**src/rtl/wb_pkg.sv**
```systemverilog
// Shared types for the write-back arbiter slice: source codes, arbiter states,
// and a helper that maps the execute-path source field onto a legal code.
package wb_pkg;

    localparam int unsigned RD_W = 5;

    typedef enum logic [1:0] {
        SRC_ALU = 2'b00,
        SRC_MEM = 2'b01,
        SRC_PC4 = 2'b10
    } wb_src_t;

    typedef enum logic {
        LD_PRI   = 1'b0,
        EX_FORCE = 1'b1
    } arb_state_t;

    // The execute port cannot carry MEM; anything other than PC4 is treated as ALU.
    function automatic wb_src_t ex_src_decode(input logic [1:0] src);
        return (src == SRC_PC4) ? SRC_PC4 : SRC_ALU;
    endfunction

endpackage

```
**src/rtl/wb_arbiter_if.sv**
```systemverilog
// Bus bundle between the execute/load requesters and the write-back arbiter,
// including the registered register-file write port.
interface wb_arbiter_if #(
    parameter int unsigned DATA_W = 32
);
    import wb_pkg::*;

    logic              ex_valid;
    logic [RD_W-1:0]   ex_rd;
    logic [1:0]        ex_src;
    logic [DATA_W-1:0] ex_alu_res;
    logic [DATA_W-1:0] ex_pc4;
    logic              ex_ready;

    logic              ld_valid;
    logic [RD_W-1:0]   ld_rd;
    logic [DATA_W-1:0] ld_data;
    logic              ld_ready;

    logic              ru_wr_en;
    logic [RD_W-1:0]   ru_rd;
    logic [DATA_W-1:0] ru_data_wr;
    logic [1:0]        ru_data_wr_src;

    modport master (
        output ex_valid, ex_rd, ex_src, ex_alu_res, ex_pc4,
        output ld_valid, ld_rd, ld_data,
        input  ex_ready, ld_ready,
        input  ru_wr_en, ru_rd, ru_data_wr, ru_data_wr_src
    );

    modport slave (
        input  ex_valid, ex_rd, ex_src, ex_alu_res, ex_pc4,
        input  ld_valid, ld_rd, ld_data,
        output ex_ready, ld_ready,
        output ru_wr_en, ru_rd, ru_data_wr, ru_data_wr_src
    );

endinterface

```
**src/rtl/wb_starve_ctl.sv**
```systemverilog
// Load-priority arbitration with a starve counter: after STARVE_LIMIT load wins
// over a waiting execute request, the next grant is forced to execute.
module wb_starve_ctl
    import wb_pkg::*;
#(
    parameter int unsigned STARVE_LIMIT = 2
) (
    input  logic clk,
    input  logic rst_n,
    input  logic ex_valid,
    input  logic ld_valid,
    output logic grant_ex,
    output logic grant_ld
);

    localparam int unsigned CNT_W = (STARVE_LIMIT < 1) ? 1 : $clog2(STARVE_LIMIT + 1);
    localparam logic [CNT_W-1:0] LIMIT = CNT_W'(STARVE_LIMIT);

    arb_state_t       state;
    logic [CNT_W-1:0] cnt;
    logic [CNT_W-1:0] cnt_nxt;
    logic             ex_starved;

    always_comb begin
        grant_ex = 1'b0;
        grant_ld = 1'b0;
        if (rst_n) begin
            if (state == EX_FORCE) begin
                grant_ex = ex_valid;
                grant_ld = ld_valid & ~ex_valid;
            end else begin
                grant_ld = ld_valid;
                grant_ex = ex_valid & ~ld_valid;
            end
        end
    end

    // A waiting execute request that lost this cycle is the only thing that counts.
    assign ex_starved = ex_valid & ~grant_ex;

    always_comb begin
        cnt_nxt = '0;
        if (ex_starved) begin
            cnt_nxt = (cnt == LIMIT) ? LIMIT : cnt + CNT_W'(1);
        end
    end

    always_ff @(posedge clk or negedge rst_n) begin
        if (!rst_n) begin
            state <= LD_PRI;
            cnt   <= '0;
        end else begin
            cnt <= cnt_nxt;
            if (state == LD_PRI && ex_starved && cnt_nxt == LIMIT) begin
                state <= EX_FORCE;
            end else begin
                state <= LD_PRI;
            end
        end
    end

endmodule

```
**src/rtl/wb_arbiter.sv**
```systemverilog
// Write-back arbiter: merges execute and load-return requests onto one
// registered register-file write port. Define WB_TRACE_EN to print each write.
module wb_arbiter
    import wb_pkg::*;
#(
    parameter int unsigned DATA_W       = 32,
    parameter int unsigned STARVE_LIMIT = 2
) (
    input  logic         clk,
    input  logic         rst_n,
    wb_arbiter_if.slave  bus
);

    logic              grant_ex;
    logic              grant_ld;
    logic [RD_W-1:0]   sel_rd;
    logic [DATA_W-1:0] sel_data;
    wb_src_t           sel_src;

    wb_starve_ctl #(
        .STARVE_LIMIT(STARVE_LIMIT)
    ) u_starve_ctl (
        .clk      (clk),
        .rst_n    (rst_n),
        .ex_valid (bus.ex_valid),
        .ld_valid (bus.ld_valid),
        .grant_ex (grant_ex),
        .grant_ld (grant_ld)
    );

    assign bus.ex_ready = grant_ex;
    assign bus.ld_ready = grant_ld;

    always_comb begin
        sel_src  = ex_src_decode(bus.ex_src);
        sel_rd   = bus.ex_rd;
        sel_data = (sel_src == SRC_PC4) ? bus.ex_pc4 : bus.ex_alu_res;
        if (grant_ld) begin
            sel_src  = SRC_MEM;
            sel_rd   = bus.ld_rd;
            sel_data = bus.ld_data;
        end
    end

    // x0 writes still move the payload registers; only the enable is suppressed.
    always_ff @(posedge clk or negedge rst_n) begin
        if (!rst_n) begin
            bus.ru_wr_en       <= 1'b0;
            bus.ru_rd          <= '0;
            bus.ru_data_wr     <= '0;
            bus.ru_data_wr_src <= SRC_ALU;
        end else if (grant_ex | grant_ld) begin
            bus.ru_wr_en       <= (sel_rd != '0);
            bus.ru_rd          <= sel_rd;
            bus.ru_data_wr     <= sel_data;
            bus.ru_data_wr_src <= sel_src;
        end else begin
            bus.ru_wr_en       <= 1'b0;
        end
    end

`ifdef WB_TRACE_EN
    always_ff @(posedge clk) begin
        if (rst_n && bus.ru_wr_en) begin
            $display("wb_trace: rd %0d data %0d src %02b",
                     bus.ru_rd, $signed(bus.ru_data_wr), bus.ru_data_wr_src);
        end
    end
`endif

endmodule

```
**src/flat_wrapper.sv**
```systemverilog
// flat-port wrapper written by rule: the top's interface ports become plain ports
module wb_arbiter_flat import wb_pkg::*;
#(
    parameter int unsigned DATA_W       = 32,
    parameter int unsigned STARVE_LIMIT = 2
)
  (clk, rst_n, bus_ex_valid, bus_ex_rd, bus_ex_src, bus_ex_alu_res, bus_ex_pc4, bus_ld_valid, bus_ld_rd, bus_ld_data, bus_ex_ready, bus_ld_ready, bus_ru_wr_en, bus_ru_rd, bus_ru_data_wr, bus_ru_data_wr_src);
  wb_arbiter_if #(.DATA_W(DATA_W)) bus_i ();
  input  logic clk;
  input  logic rst_n;
  input wire logic [$bits(bus_i.ex_valid)-1:0] bus_ex_valid;
  input wire logic [$bits(bus_i.ex_rd)-1:0] bus_ex_rd;
  input wire logic [$bits(bus_i.ex_src)-1:0] bus_ex_src;
  input wire logic [$bits(bus_i.ex_alu_res)-1:0] bus_ex_alu_res;
  input wire logic [$bits(bus_i.ex_pc4)-1:0] bus_ex_pc4;
  input wire logic [$bits(bus_i.ld_valid)-1:0] bus_ld_valid;
  input wire logic [$bits(bus_i.ld_rd)-1:0] bus_ld_rd;
  input wire logic [$bits(bus_i.ld_data)-1:0] bus_ld_data;
  output wire logic [$bits(bus_i.ex_ready)-1:0] bus_ex_ready;
  output wire logic [$bits(bus_i.ld_ready)-1:0] bus_ld_ready;
  output wire logic [$bits(bus_i.ru_wr_en)-1:0] bus_ru_wr_en;
  output wire logic [$bits(bus_i.ru_rd)-1:0] bus_ru_rd;
  output wire logic [$bits(bus_i.ru_data_wr)-1:0] bus_ru_data_wr;
  output wire logic [$bits(bus_i.ru_data_wr_src)-1:0] bus_ru_data_wr_src;
  assign bus_i.ex_valid = bus_ex_valid;
  assign bus_i.ex_rd = bus_ex_rd;
  assign bus_i.ex_src = bus_ex_src;
  assign bus_i.ex_alu_res = bus_ex_alu_res;
  assign bus_i.ex_pc4 = bus_ex_pc4;
  assign bus_i.ld_valid = bus_ld_valid;
  assign bus_i.ld_rd = bus_ld_rd;
  assign bus_i.ld_data = bus_ld_data;
  assign bus_ex_ready = bus_i.ex_ready;
  assign bus_ld_ready = bus_i.ld_ready;
  assign bus_ru_wr_en = bus_i.ru_wr_en;
  assign bus_ru_rd = bus_i.ru_rd;
  assign bus_ru_data_wr = bus_i.ru_data_wr;
  assign bus_ru_data_wr_src = bus_i.ru_data_wr_src;
  wb_arbiter #(.DATA_W(DATA_W), .STARVE_LIMIT(STARVE_LIMIT)) u_core (.clk(clk), .rst_n(rst_n), .bus(bus_i));
endmodule
```
**config.mk**
```make
export PLATFORM = sky130hd
export DESIGN_NAME = wb_arbiter_flat
export DESIGN_NICKNAME = d
export VERILOG_FILES = /design/src/rtl/wb_pkg.sv /design/src/rtl/wb_arbiter_if.sv /design/src/rtl/wb_starve_ctl.sv /design/src/rtl/wb_arbiter.sv /design/src/flat_wrapper.sv
export SDC_FILE = /design/constraint.sdc
export NUM_CORES = 1
export LEC_CHECK = 0
export ABC_CLOCK_PERIOD_IN_PS = 3450
export CAP_MARGIN = 20
export CORE_MARGIN = 3
export CORE_UTILIZATION = 30
export CTS_CLUSTER_DIAMETER = 150
export DETAILED_ROUTE_END_ITERATION = 8
export GPL_TIMING_DRIVEN = 0
export PLACE_DENSITY = 0.78
export SLEW_MARGIN = 20
export SYNTH_ARGS = -nofsm -noshare
export SYNTH_HDL_FRONTEND = slang
export SYNTH_SLANG_ARGS = --single-unit
```
**constraint.sdc**
```tcl
create_clock -name clk -period 3.45 [get_ports clk]
set_input_delay 0.8625 -clock clk [delete_from_list [all_inputs] [get_ports clk]]
set_output_delay 0.8625 -clock clk [all_outputs]
set_load 0.02 [all_outputs]
```
# Word-level counts from Yosys, hierarchy flattened
# Index checks and enable logic that the tools add are counted.
word_totals:
  romBits: 0
  ram_bits: 0
  latchBits: 0
  in_bits: 112
  wordCells: 35
  n_memories: 0
  regBits: 43
op_classes:
  order_cmp: 0
  eq_ne: 4
  multipliers: 0
  n_shift: 0
  div_mod_pow: 0
  n_addsub: 1
  n_reduce_logical: 3
  mux: 13
  bitwise: 8
ops:
  columns: ["op", "n"]
  rows:
  - ["32-bit 2-to-1 mux", 2]
  - ["2-bit equality test, second input constant", 4]
  - ["2-bit 2-to-1 mux", 4]
  - ["1-bit 2-to-1 mux", 6]
  - ["5-bit 2-to-1 mux", 1]
  - ["5-bit nonzero test", 1]
  - ["1-bit inverter", 4]
  - ["1-bit bitwise AND", 3]
  - ["2-bit by 1-bit adder with 2-bit output, second input constant", 1]
  - ["1-bit logical AND", 2]
  - ["1-bit bitwise OR", 1]

# Logic depth before layout (Yosys ltp)
# Gate-level depths: netlist of run 1.
logic_depth:
  depth_word: 10
  depth_mapped: 5
  mapped_depth_nobuf: 4

# By module
# From an unflattened synthesis of run 1, not the netlist that was laid out.
unflattened:
  cells_unflattened: 195
  area_unflattened_um2: 2165.8
modules_own_cells:
  columns: ["mod", "area_each_um2", "cells_per_inst", "seq_area_each_um2", "n_inst"]
  rows:
  - ["wb_arbiter", 2013.2, 179, 1001.0, 1]
  - ["wb_starve_ctl", 152.6, 16, 75.1, 1]

# Worst setup path before layout of run 1
# Ideal clock, no wire load.
synth_timing:
  path_kind: "input to output"
  from: "input port rst_n"
  to: "output port bus_ex_ready"
  stages: 4
  arrival_time_ns: 1.449
  required_ns: 2.588
  slack_ns: 1.139
  n_path_buf: 2
  path_cell_list: "buf_2 > nand3_4 > buf_6 > inv_1"
synth_between:
  elab_chain_cells: 1
synth_rtl:
  columns: ["item", "line_no", "rtl"]
  rows:
  - ["start, declared", "flat_wrapper.sv:10", "input logic rst_n;"]
  - ["1-bit 2-to-1 mux", "wb_starve_ctl.sv:27", "if (rst_n) begin"]
  - ["end, declared", "flat_wrapper.sv:19", "output wire logic [$bits(bus_i.ex_ready)-1:0] bus_ex_ready;"]
# No other way between the ends.

# Worst setup path in the final report of run 1
layout_timing:
  from: "input port rst_n"
  to: "output port bus_ld_ready"
layout_between:
  elab_chain_cells: 1
layout_rtl:
  columns: ["item", "line_no", "rtl"]
  rows:
  - ["1-bit 2-to-1 mux", "wb_starve_ctl.sv:27", null]
  - ["end, declared", "flat_wrapper.sv:20", "output wire logic [$bits(bus_i.ld_ready)-1:0] bus_ld_ready;"]
# No other way between the ends.

==> results of run 1 <==
==> metrics by stage <==
stage,utilization,instance area (um^2)
after floorplan,-,2480
after global placement,0.523,4130
after detailed placement,0.526,4150
after CTS,0.543,4280
after global routing,0.543,4280
final,0.543,4280
==> cell usage in the layout (no fill, tap or decap), types with 2 or more instances in the layout <==
| cell type | n |
|---|---|
| clkdlybuf4s50_1 | 150 |
| dfrtp_1 | 43 |
| nand4_1 | 38 |
| nand2_1 | 35 |
| mux2i_1 | 32 |
| o211ai_1 | 32 |
| buf_2 | 10 |
| buf_6 | 8 |
| nor2_1 | 8 |
| o21ai_0 | 5 |
| a31oi_1 | 5 |
| clkbuf_8 | 5 |
| inv_1 | 4 |
| buf_4 | 3 |
| buf_8 | 3 |
| and3_1 | 2 |
| bufinv_16 | 2 |
==> routing by layer <==
| layer | track usage | share of wire | vias up |
|---|---|---|---|
| li1 | - | - | 1236 |
| met1 | 0.220 | 0.41 | 1256 |
| met2 | 0.314 | 0.50 | 122 |
| met3 | 0.0620 | 0.079 | 10 |
| met4 | 0.0367 | 0.011 | 0 |
| met5 | 0 | 0 | - |
==> state kept, by name (all words and copies together) (netlist names) <==
signal,count
u_core.bus.ru_wr_en,1
u_core.bus.ru_rd,5
u_core.bus.ru_data_wr,32
u_core.u_starve_ctl.state,1
u_core.bus.ru_data_wr_src,2
u_core.u_starve_ctl.cnt,2
==> repair_timing <==
item	CTS	global route
endpoints found under the setup margin	2	2
cloned	0	0
gates resized for setup	1	1
==> power groups by stage <==
stage                     clock (W)  sequential (W)  combinational, W
after global placement            0        0.000612          0.000546
after floorplan                   0        0.000693          0.000158
after detailed placement          0        0.000615          0.000560
final                      0.000469        0.000605          0.000553
after global routing       0.000509        0.000613          0.000593
after CTS                  0.000481        0.000605          0.000562
==> worst paths after layout <==
path | depth (start not counted) | end | start
worst min-delay path | 1 | u_core.bus.ru_data_wr_src[0] | u_core.bus.ru_data_wr_src[0]
worst max-delay path | 4 | bus_ld_ready | rst_n
min in group asynchronous | 1 | u_core.bus.ru_data_wr[8] | rst_n
max in group asynchronous | 2 | u_core.bus.ru_rd[3] | rst_n
worst max register to register | 4 | u_core.bus.ru_data_wr[9] | u_core.u_starve_ctl.state
worst min register to register | 1 | u_core.bus.ru_data_wr_src[0] | u_core.bus.ru_data_wr_src[0]
==> area by class of cell <==
cell class / count / area [um^2]
well taps: 102 / 128
multi-input cells: 173 / 1180
flip-flops and latches: 43 / 1080
clock buffers: 6 / 72.6
fillers: 734 / 3610
plain buffers: 23 / 200
inverters: 4 / 15.0
repair buffers: 153 / 1550
clock inverters: 2 / 60.1
==> cells by family (layout without fill, tap and decap cells) <==
logic type,after synthesis,after routing,synth area share
DFF,43,43,0.435
AOI/OAI and AO/OA,48,48,0.141
adders and majority gates,1,1,0.00505
muxes,32,32,0.129
and+or+nand+nor,92,92,0.201
buffers and inverters,28,188,0.0889
==> flow_summary_export.csv, run 1 <==
group,metric,value,unit
run_status,status,"complete, no violations",
global_route,antenna_found_initial,0,
placement,routabilityCongestion,0.789,
critical_path,critPathTopFamily,"buffers and inverters",
power_and_ir_drop,sequentialPowerShare,0.372,
synth,seq_area_frac_synth,0.435,
critical_path,critPathLaunchType,"primary input",
floorplanning,die_w,96.9,um
synth,syn-cell-area,0.00248,mm^2
timing,fin_crit_sh,0.938,
critical_path,path_class,"primary input to output pin",
hold_path,worstHoldPathType,"flop to flop",
power_and_ir_drop,intPower,0.00116,W
critical_path,crit_slowest_cell,"clkdlybuf4s50_1",
global_route,grt_pass1_vias,2759,
timing,min_period,3.24,ns
synth,yosysTopAreaCellShare,0.435,
synth,syn_inst,244,
timing,hold_viol,0,
finish,final_layout_size_suffix_gt1_frac,0.0965,
route,dr.first_iter.drc_count,39,
clock_network,cts_tree,"built",
route,vias,2624,
power_and_ir_drop,leakagePower,1.70,nW
timing,rsz0062_at_grt,"no",
synth,yosys.area.top_type,"dfrtp_1",
synth,yosysMostFrequentCell,"dfrtp_1",
power_and_ir_drop,pwr_density_cell,380,mW/mm^2
finish,final_nets,516,
critical_path,cp_data_required_time,2.59,ns
timing,holdWs,0.499,ns
floorplanning,io_pins,154,
synth,yosys_most_used_dff,"dfrtp_1",
timing,slew_headroom,0.695,
synth,synthesis.nets,357,
timing,worst_slack,0.213,ns
power_and_ir_drop,power_switching,0.000464,W
timing,tightestPinTransition,0.458,ns
critical_path,slowest_delay,0.62,ns
clock_network,post_cts.repair.setup_buffers,0,
route,drcViolationCount,0,
timing,skew,0.00433,ns
finish,diodes,0,
clock_network,htree_levels,2,
clock_network,clockRootBuffer,"clkbuf_8",
timing,setup_viol,0,
floorplanning,rows,32,
critical_path,arrival,2.37,ns
synth,yosysUniqueCellTypes,30,
critical_path,cp-end-kind,"output pin",
timing,fin_setup_tns,0,ns
synth,ys_warn_count,0,
timing,slew_violations,0,
floorplanning,die-height,96.9,um
power_and_ir_drop,p_clk_frac,0.288,
global_route,grt_overflow,0,
finish,area_growth,72.9,%
power_and_ir_drop,p_sw_frac,0.285,
route,avgRoutedWirePerCell,17.1,um
clock_network,numCtsBuffers,5,
synth,yosys-top-cells-count,"dfrtp_1 (43), nand4_1 (38), nand2_1 (35)",
route,drt-pass1-iter-count,4,
clock_network,clk_path_buf_depth,2,
synth,post_synth.cell_area_avg,10.1,um^2
power_and_ir_drop,peakVddDrop,0.165,mV
critical_path,path_cells,"buf_4, nand2_1, nor2_4, clkdlybuf4s50_1",
power_and_ir_drop,finalPower,0.00163,W
placement,portBuffers,152,
floorplanning,die_area,0.00938,mm^2
clock_network,clock-sinks,43,
synth,synth_area_leaders,"dfrtp_1 (43%), mux2i_1 (13%), o211ai_1 (9.7%), nand4_1 (9.6%), nand2_1 (5.3%)",
clock_network,insertion_delay,0.29,ns
critical_path,r2r_slack,2.21,ns
synth,async_reset_ff_frac,1.00,
synth,synth-seq-cells,43,
route,wl,8670,um
floorplanning,core,0.00789,mm^2
route,viasPerCell,5.19,
flow_run,cap_violations,0,
synth,synth_edf_count,0,
timing,fmax,309,MHz
route,ant_nets,0,
critical_path,cp_max_fo,30,
finish,final_cells,506,
global_route,grt_pass1_wl,14100,um
placement,dp_cells,499,
placement,pre_cts_ws,-0.199,ns
global_route,grt_max_degree,24,
critical_path,path_buf_inv,2,
power_and_ir_drop,p_comb_frac,0.340,
floorplanning,floorplan.initialDensity,0.314,
clock_network,clk_pin_slew,0.09,ns
global_route,grt_usage,0.182,
clock_network,hold_buffers,0,
placement,hpwl,6780,um
Power figures use the tool's default switching activity.
==> run 2: changes to the inputs <==
--- a/config.mk
+++ b/config.mk
@@ -13,6 +13,7 @@
 export DETAILED_ROUTE_END_ITERATION = 8
 export GPL_TIMING_DRIVEN = 0
 export PLACE_DENSITY = 0.78
+export SKIP_LAST_GASP = 1
 export SLEW_MARGIN = 20
 export SYNTH_ARGS = -nofsm -noshare
 export SYNTH_HDL_FRONTEND = slang
==> results of run 2 <==
Same layout as run 1: the final DEF is identical, and so are final timing and power.
